File: src/rtl/note_tone_gen.sv
// -----------------------------------------------------------------------------
// note_tone_gen
//
// Plays one note at a time on a square-wave output. A command carries a MIDI
// note number and a duration. The block looks up the note's half-period in an
// external note-period PROM (1-cycle synchronous read), then toggles tone_out
// every <period> tone ticks until the duration runs out or stop is raised.
//
// Time bases:
//   tone tick     = TICK_DIV clk cycles (10 us at 27 MHz / 270)
//   duration tick = DUR_DIV tone ticks  (1 ms at defaults)
//
// Ports:
//   clk         system clock
//   reset       synchronous, active-high reset
//   note_valid  command valid
//   note_ready  block can accept a command (IDLE only)
//   note_num    MIDI note number, 0..127
//   note_dur    duration in duration ticks (0 = finish immediately)
//   stop        abort the current note (no done pulse)
//   rom_ad      PROM address
//   rom_ce      PROM clock enable, high for the single FETCH cycle
//   rom_oce     PROM output enable, tied high
//   rom_dout    PROM data: half-period in tone ticks (0 = rest)
//   tone_out    square-wave output
//   busy        high whenever the block is not IDLE
//   done        one-cycle pulse after a note completes normally
// -----------------------------------------------------------------------------
module note_tone_gen #(
  parameter int TICK_DIV = 270,
  parameter int DUR_DIV  = 100
) (
  input  logic        clk,
  input  logic        reset,
  input  logic        note_valid,
  output logic        note_ready,
  input  logic [6:0]  note_num,
  input  logic [15:0] note_dur,
  input  logic        stop,
  output logic [6:0]  rom_ad,
  output logic        rom_ce,
  output logic        rom_oce,
  input  logic [15:0] rom_dout,
  output logic        tone_out,
  output logic        busy,
  output logic        done
);

  localparam int PW = (TICK_DIV > 1) ? $clog2(TICK_DIV) : 1;
  localparam int DW = (DUR_DIV > 1) ? $clog2(DUR_DIV) : 1;
  localparam logic [PW-1:0] PRESC_LAST = PW'(TICK_DIV - 1);
  localparam logic [DW-1:0] DTICK_LAST = DW'(DUR_DIV - 1);

  typedef enum logic [1:0] {
    S_IDLE,
    S_FETCH,
    S_WAIT,
    S_PLAY
  } state_t;

  state_t        state, state_nxt;
  logic [15:0]   dur_cnt;
  logic [15:0]   period;
  logic [15:0]   half_cnt;
  logic [PW-1:0] presc;
  logic [DW-1:0] dtick;

  logic tick;
  logic dur_tick;
  logic accept;
  logic finish;

  // Status and PROM control are pure decodes of the state register.
  assign note_ready = (state == S_IDLE);
  assign busy       = (state != S_IDLE);
  assign rom_ce     = (state == S_FETCH);
  assign rom_oce    = 1'b1;
  assign accept     = note_valid && note_ready;

  // ---------------------------------------------------------------------------
  // State register
  // ---------------------------------------------------------------------------
  // NOTE: sequential state uses non-blocking (<=) so every flop samples the
  // values from before the edge, independent of statement order.
  always_ff @(posedge clk) begin
    if (reset) state <= S_IDLE;
    else       state <= state_nxt;
  end

  // ---------------------------------------------------------------------------
  // Next-state logic and time-base strobes
  // ---------------------------------------------------------------------------
  // NOTE: every signal gets a default at the top of always_comb; a branch that
  // skips an assignment would otherwise infer a latch.
  always_comb begin
    state_nxt = state;
    finish    = 1'b0;
    tick      = (state == S_PLAY) && (presc == PRESC_LAST);
    dur_tick  = tick && (dtick == DTICK_LAST);

    unique case (state)
      S_IDLE: begin
        if (accept) state_nxt = S_FETCH;
      end
      S_FETCH: begin
        state_nxt = stop ? S_IDLE : S_WAIT;
      end
      S_WAIT: begin
        if (stop) begin
          state_nxt = S_IDLE;
        end else if (dur_cnt == 16'd0) begin
          // Zero-length note: complete without ever entering PLAY.
          state_nxt = S_IDLE;
          finish    = 1'b1;
        end else begin
          state_nxt = S_PLAY;
        end
      end
      S_PLAY: begin
        // stop wins over a note end landing in the same cycle.
        if (stop) begin
          state_nxt = S_IDLE;
        end else if (dur_tick && dur_cnt == 16'd1) begin
          state_nxt = S_IDLE;
          finish    = 1'b1;
        end
      end
      default: state_nxt = S_IDLE;
    endcase
  end

  // ---------------------------------------------------------------------------
  // Datapath: command capture, period latch, prescalers, square wave
  // ---------------------------------------------------------------------------
  always_ff @(posedge clk) begin
    if (reset) begin
      rom_ad   <= '0;
      dur_cnt  <= '0;
      period   <= '0;
      half_cnt <= '0;
      presc    <= '0;
      dtick    <= '0;
      tone_out <= 1'b0;
      done     <= 1'b0;
    end else begin
      done <= finish;

      unique case (state)
        S_IDLE: begin
          if (accept) begin
            rom_ad  <= note_num;
            dur_cnt <= note_dur;
          end
        end
        S_FETCH: begin
          // PROM captures rom_ad at the edge closing this cycle.
        end
        S_WAIT: begin
          period   <= rom_dout;
          half_cnt <= '0;
          presc    <= '0;
          dtick    <= '0;
          tone_out <= 1'b0;
        end
        S_PLAY: begin
          presc <= tick ? '0 : presc + PW'(1);
          if (tick) begin
            // period == 0 is a rest: the counter and output stay parked.
            if (period != 16'd0) begin
              if (half_cnt == period - 16'd1) begin
                half_cnt <= '0;
                tone_out <= ~tone_out;
              end else begin
                half_cnt <= half_cnt + 16'd1;
              end
            end
            dtick <= dur_tick ? '0 : dtick + DW'(1);
          end
          if (dur_tick) dur_cnt <= dur_cnt - 16'd1;
        end
        default: ;
      endcase

      // Any exit to IDLE (normal end or stop) leaves the pin low.
      if (state != S_IDLE && state_nxt == S_IDLE) tone_out <= 1'b0;
    end
  end

endmodule

File: config.mk
export PLATFORM = sky130hd
export DESIGN_NAME = note_tone_gen
export DESIGN_NICKNAME = d
export VERILOG_FILES = /design/src/rtl/note_tone_gen.sv
export SDC_FILE = /design/constraint.sdc
export NUM_CORES = 1
export LEC_CHECK = 0
export BUFFER_PORTS_ARGS = -buffer_cell sky130_fd_sc_hd__buf_2
export CAP_MARGIN = 15
export CORE_ASPECT_RATIO = 0.7
export CORE_MARGIN = 5
export CORE_UTILIZATION = 53
export CTS_CLUSTER_SIZE = 25
export DETAILED_ROUTE_END_ITERATION = 10
export PLACE_DENSITY_LB_ADDON = 0.12
export SYNTH_ARGS = -nofsm -noshare
export SYNTH_HDL_FRONTEND = slang
export SYNTH_SLANG_ARGS = --single-unit
File: constraint.sdc
create_clock -name clk -period 2.8 [get_ports clk]
set_clock_uncertainty 0.2 [all_clocks]
set_input_delay 0.84 -clock clk [delete_from_list [all_inputs] [get_ports clk]]
set_output_delay 0.84 -clock clk [all_outputs]
set_load 0.005 [all_outputs]
==> flow_metrics.env <==
export IMPL_hold_slack_ps=249.2
export IMPL_synth_seq_cells=75
export IMPL_dieArea_um2=10180
export IMPL_synth_top_family_by_area="simple AND/OR/NAND/NOR gates"
export IMPL_syn_area_per_cell_um2=8.239
export IMPL_switchingPower_w=0.0007494
export IMPL_post_route_drc_count=0
export IMPL_finalMaxSlewViolations=0
export IMPL_wl_per_cell_um=16.91
export IMPL_cts_tree="built"
export IMPL_die_x_um=118.5
export IMPL_drtPass1Iterations=5
export IMPL_yosys_area_share_xor_xnor=0.07221
export IMPL_pre_cts_ws_ps=32.40
export IMPL_maxCapViolations=0
export IMPL_clock_latency_ps=340
export IMPL_antenna_found_initial=0
export IMPL_layout_commonest_cell="dfxtp_1"
export IMPL_grt_pass1_wl_mm=18.72
export IMPL_wl_mm=11.92
export IMPL_power_share_sequential=0.432
export IMPL_met2_usage=0.3042
export IMPL_period_share=0.9857
export IMPL_synth_compound_area_frac=0.2083
export IMPL_coreArea_um2=7939
export IMPL_min_path_type="reg2reg"
export IMPL_initial_core_util=0.5500
export IMPL_diodes=0
export IMPL_crit_path_start_kind="flop"
export IMPL_grt_pass1_vias=3684
export IMPL_met1_usage=0.3478
export IMPL_gr_usage_met3=0.05801
export IMPL_crit_start="period[2]$_SDFFE_PP0P_"
export IMPL_grt_overflow_total=0
export IMPL_rows=27
export IMPL_synthAdderAreaFrac=0.03438
export IMPL_dp_final_hpwl_mm=8.379
export IMPL_p_per_area_nw_per_um2=513.4
export IMPL_drive_gt1_frac=0.2318
export IMPL_critPathBufInv=1
export IMPL_cts_root_buf="clkbuf_16"
export IMPL_final_cell_mix="dfxtp_1 (74), nor2_1 (60), buf_2 (54)"
export IMPL_portBuffers=54
export IMPL_r2r_start="period[2]$_SDFFE_PP0P_"
export IMPL_top_usage_layer="met1"
export IMPL_cts_max_level=3
export IMPL_cp_arrival_ps=2740
export IMPL_synthTopCellsByArea="dfxtp_1 (34%), nor2_1 (5.2%), xnor2_1 (4.8%)"
export IMPL_layout_setup_ws_ps=40.15
export IMPL_drtAntennaViolNets=0
export IMPL_leakagePower_nw=2.033
export IMPL_path_cells="or4_4 -> buf_4 -> nor3_4 -> xnor2_1 -> a211o_1 -> a221oi_4 -> a21o_4 -> a211oi_1"
export IMPL_nets=655
export IMPL_slowest_delay_ps=570
export IMPL_cp_slowest_cell="or4_4"
export IMPL_synth_ff_type="dfxtp_1"
export IMPL_vias_per_cell=6.026
export IMPL_drt_iter0_drc=375
export IMPL_crit_type="reg2reg"
export IMPL_setup_viol=0
export IMPL_synth_cells=530
export IMPL_critPathCapture="half_cnt[3]$_SDFFE_PP0P_"
export IMPL_r2r_end="half_cnt[3]$_SDFFE_PP0P_"
export IMPL_ys_seq_area_frac=0.3438
export IMPL_grt_max_degree=59
export IMPL_internal_power_w=0.001936
export IMPL_yosysTopAreaCell="dfxtp_1"
export IMPL_hold_viol=0
export IMPL_reg2reg_depth=8
export IMPL_num_fill_cells=649
export IMPL_clock_power_share=0.390
export IMPL_peakVddDrop_v=0.0003420
export IMPL_ys_warn_count=0
export IMPL_synth_distinct_cells=67
export IMPL_min_period_ps=2760
export IMPL_placed_cells=687
export IMPL_rsz0062_at_grt="true"
export IMPL_cts_sinks=75
export IMPL_r2r_setup_slack_ps=40
export IMPL_io_pins=56
export IMPL_syn_area_um2=4367
export IMPL_dieHeight_um=85.94
export IMPL_crit_fanout=8
export IMPL_cts_buffer_depth=2
export IMPL_switching_share=0.2790
export IMPL_status="finished clean"
export IMPL_synth_async_reset_ratio=0
export IMPL_routabilityCongestion=0.8926
export IMPL_end_kind="flop"
export IMPL_tightest_slew_ps=702.1
export IMPL_cp_num_cells=8
export IMPL_synth_nets=585
export IMPL_synth_edf_count=0
export IMPL_cts_buffers=9
export IMPL_synth_top_area_frac=0.3438
export IMPL_grtUsageTotal=0.2249
export IMPL_clkTransAtPathRegs_ps=50
export IMPL_area_growth_pct=19.80
export IMPL_combPwrFrac=0.178
export IMPL_final_cells=705
export IMPL_fmax_mhz=362.3
export IMPL_synthMuxAreaShare=0.04155
export IMPL_via_count=4248
export IMPL_crit_required_ps=2780
export IMPL_crit_family="compound AO/OA/AOI/OAI gates"
export IMPL_max_slew_margin=0.5320
export IMPL_yosys_area_share_simple=0.2444
## worst reg2reg max path: stages, from the launching register on
cell and delay [ps]:
dfxtp_1 320, or4_4 570, buf_4 180, nor3_4 160, xnor2_1 90, a211o_1 340
a221oi_4 400, a21o_4 260, a211oi_1 90
## power by group through the flow
stage	Combinational [W]	Sequential, W	Clock, W
floorplan	0.000304	0.00117	0
global placement	0.000444	0.00118	0
detailed placement	0.000454	0.00118	0
CTS	0.000458	0.00116	0.00107
global route	0.000521	0.00117	0.00112
finish	0.000477	0.00116	0.00105
## synth_stat cells (all sizes together) (2+ instances only)
| library cell | n |
|---|---|
| dfxtp | 75 |
| nand4 | 5 |
| and2 | 2 |
| a221oi | 2 |
| a21oi | 39 |
| or4b | 2 |
| a31oi | 5 |
| nand3b | 6 |
| o22ai | 10 |
| or3 | 5 |
| and3 | 14 |
| buf | 13 |
| nor2 | 60 |
| nand2b | 4 |
| o2bb2ai | 2 |
| or2 | 2 |
| nor3b | 4 |
| ha | 12 |
| mux2i | 17 |
| or4 | 7 |
| a21o | 2 |
| xnor2 | 24 |
| a211oi | 30 |
| nand2 | 44 |
| o32ai | 2 |
| o31ai | 2 |
| nor3 | 16 |
| nor4 | 11 |
| inv | 15 |
| nand3 | 21 |
| clkbuf | 21 |
| o21ai | 23 |
| xor2 | 12 |
| a22oi | 5 |
| a41o | 2 |
## cells by family after synthesis
logic type               count (synthesis)
AO/OA/AOI/OAI                          132
XOR/XNOR                                36
adder cells (fa/ha/maj)                 12
buffers and inverters                   50
flip-flops                              75
multiplexers                            18
other                                    1
AND/OR/NAND/NOR                        206
## routing by layer
layer,part of all wire,vias up
li1,-,2066
met1,0.49,1995
met2,0.41,171
met3,0.088,16
met4,0.010,0
met5,0,-
## timing repair
item | CTS | global route
hold buffers | 0 | 0
endpoints found under the setup margin | 1 | 24
pin swaps | 0 | 6
gates cloned | 0 | 1
hold endpoints to repair | 0 | 0
buffers inserted | 0 | 2
resized for setup | 1 | 14
## cell type report
type	instances	area, um^2	area share
multi-input combinational	406	2696	0.5154
sequential	75	1503	0.2873
tap	101	126.4	0.02416
clock buffer	12	246.5	0.04712
inverter	16	60.06	0.01148
timing repair buffer	92	584.3	0.1117
clock inverter	3	15.01	0.002870
## flip-flops by register name, indices dropped and copies added (netlist names)
register / count
tone_out: 1
period: 16
half_cnt: 16
presc: 9
dur_cnt: 16
dtick: 7
done: 1
rom_ad: 7
state: 2
## per-stage QoR
| stage | setup TNS (ps) | util | cell area, um^2 | power (W) |
|---|---|---|---|---|
| 2_1_floorplan | 0 | - | 4367 | 0.001476 |
| 3_3_place_gp | 0 | 0.6132 | 4868 | 0.001622 |
| 3_5_place_dp | 0 | 0.6132 | 4868 | 0.001636 |
| 4_1_cts | 0 | 0.6468 | 5135 | 0.002688 |
| 5_1_grt | -115.2 | 0.6589 | 5231 | 0.002807 |
| 6_report | 0 | 0.6589 | 5231 | 0.002686 |
## worst min path at each step
stage,start,endpoint,slack [ps],cells after the start
final,rom_ad[5]$_SDFFE_PP0P_,rom_ad[5]$_SDFFE_PP0P_,250,2
after global routing,rom_ad[3]$_SDFFE_PP0P_,rom_ad[3]$_SDFFE_PP0P_,270,2
after CTS,rom_ad[5]$_SDFFE_PP0P_,rom_ad[5]$_SDFFE_PP0P_,250,2
after detailed placement,rom_ad[5]$_SDFFE_PP0P_,rom_ad[5]$_SDFFE_PP0P_,250,2
after global placement,rom_ad[5]$_SDFFE_PP0P_,rom_ad[5]$_SDFFE_PP0P_,240,2
after floorplan,rom_ad[0]$_SDFFE_PP0P_,rom_ad[0]$_SDFFE_PP0P_,250,2
(Power assumes the default switching activity.)
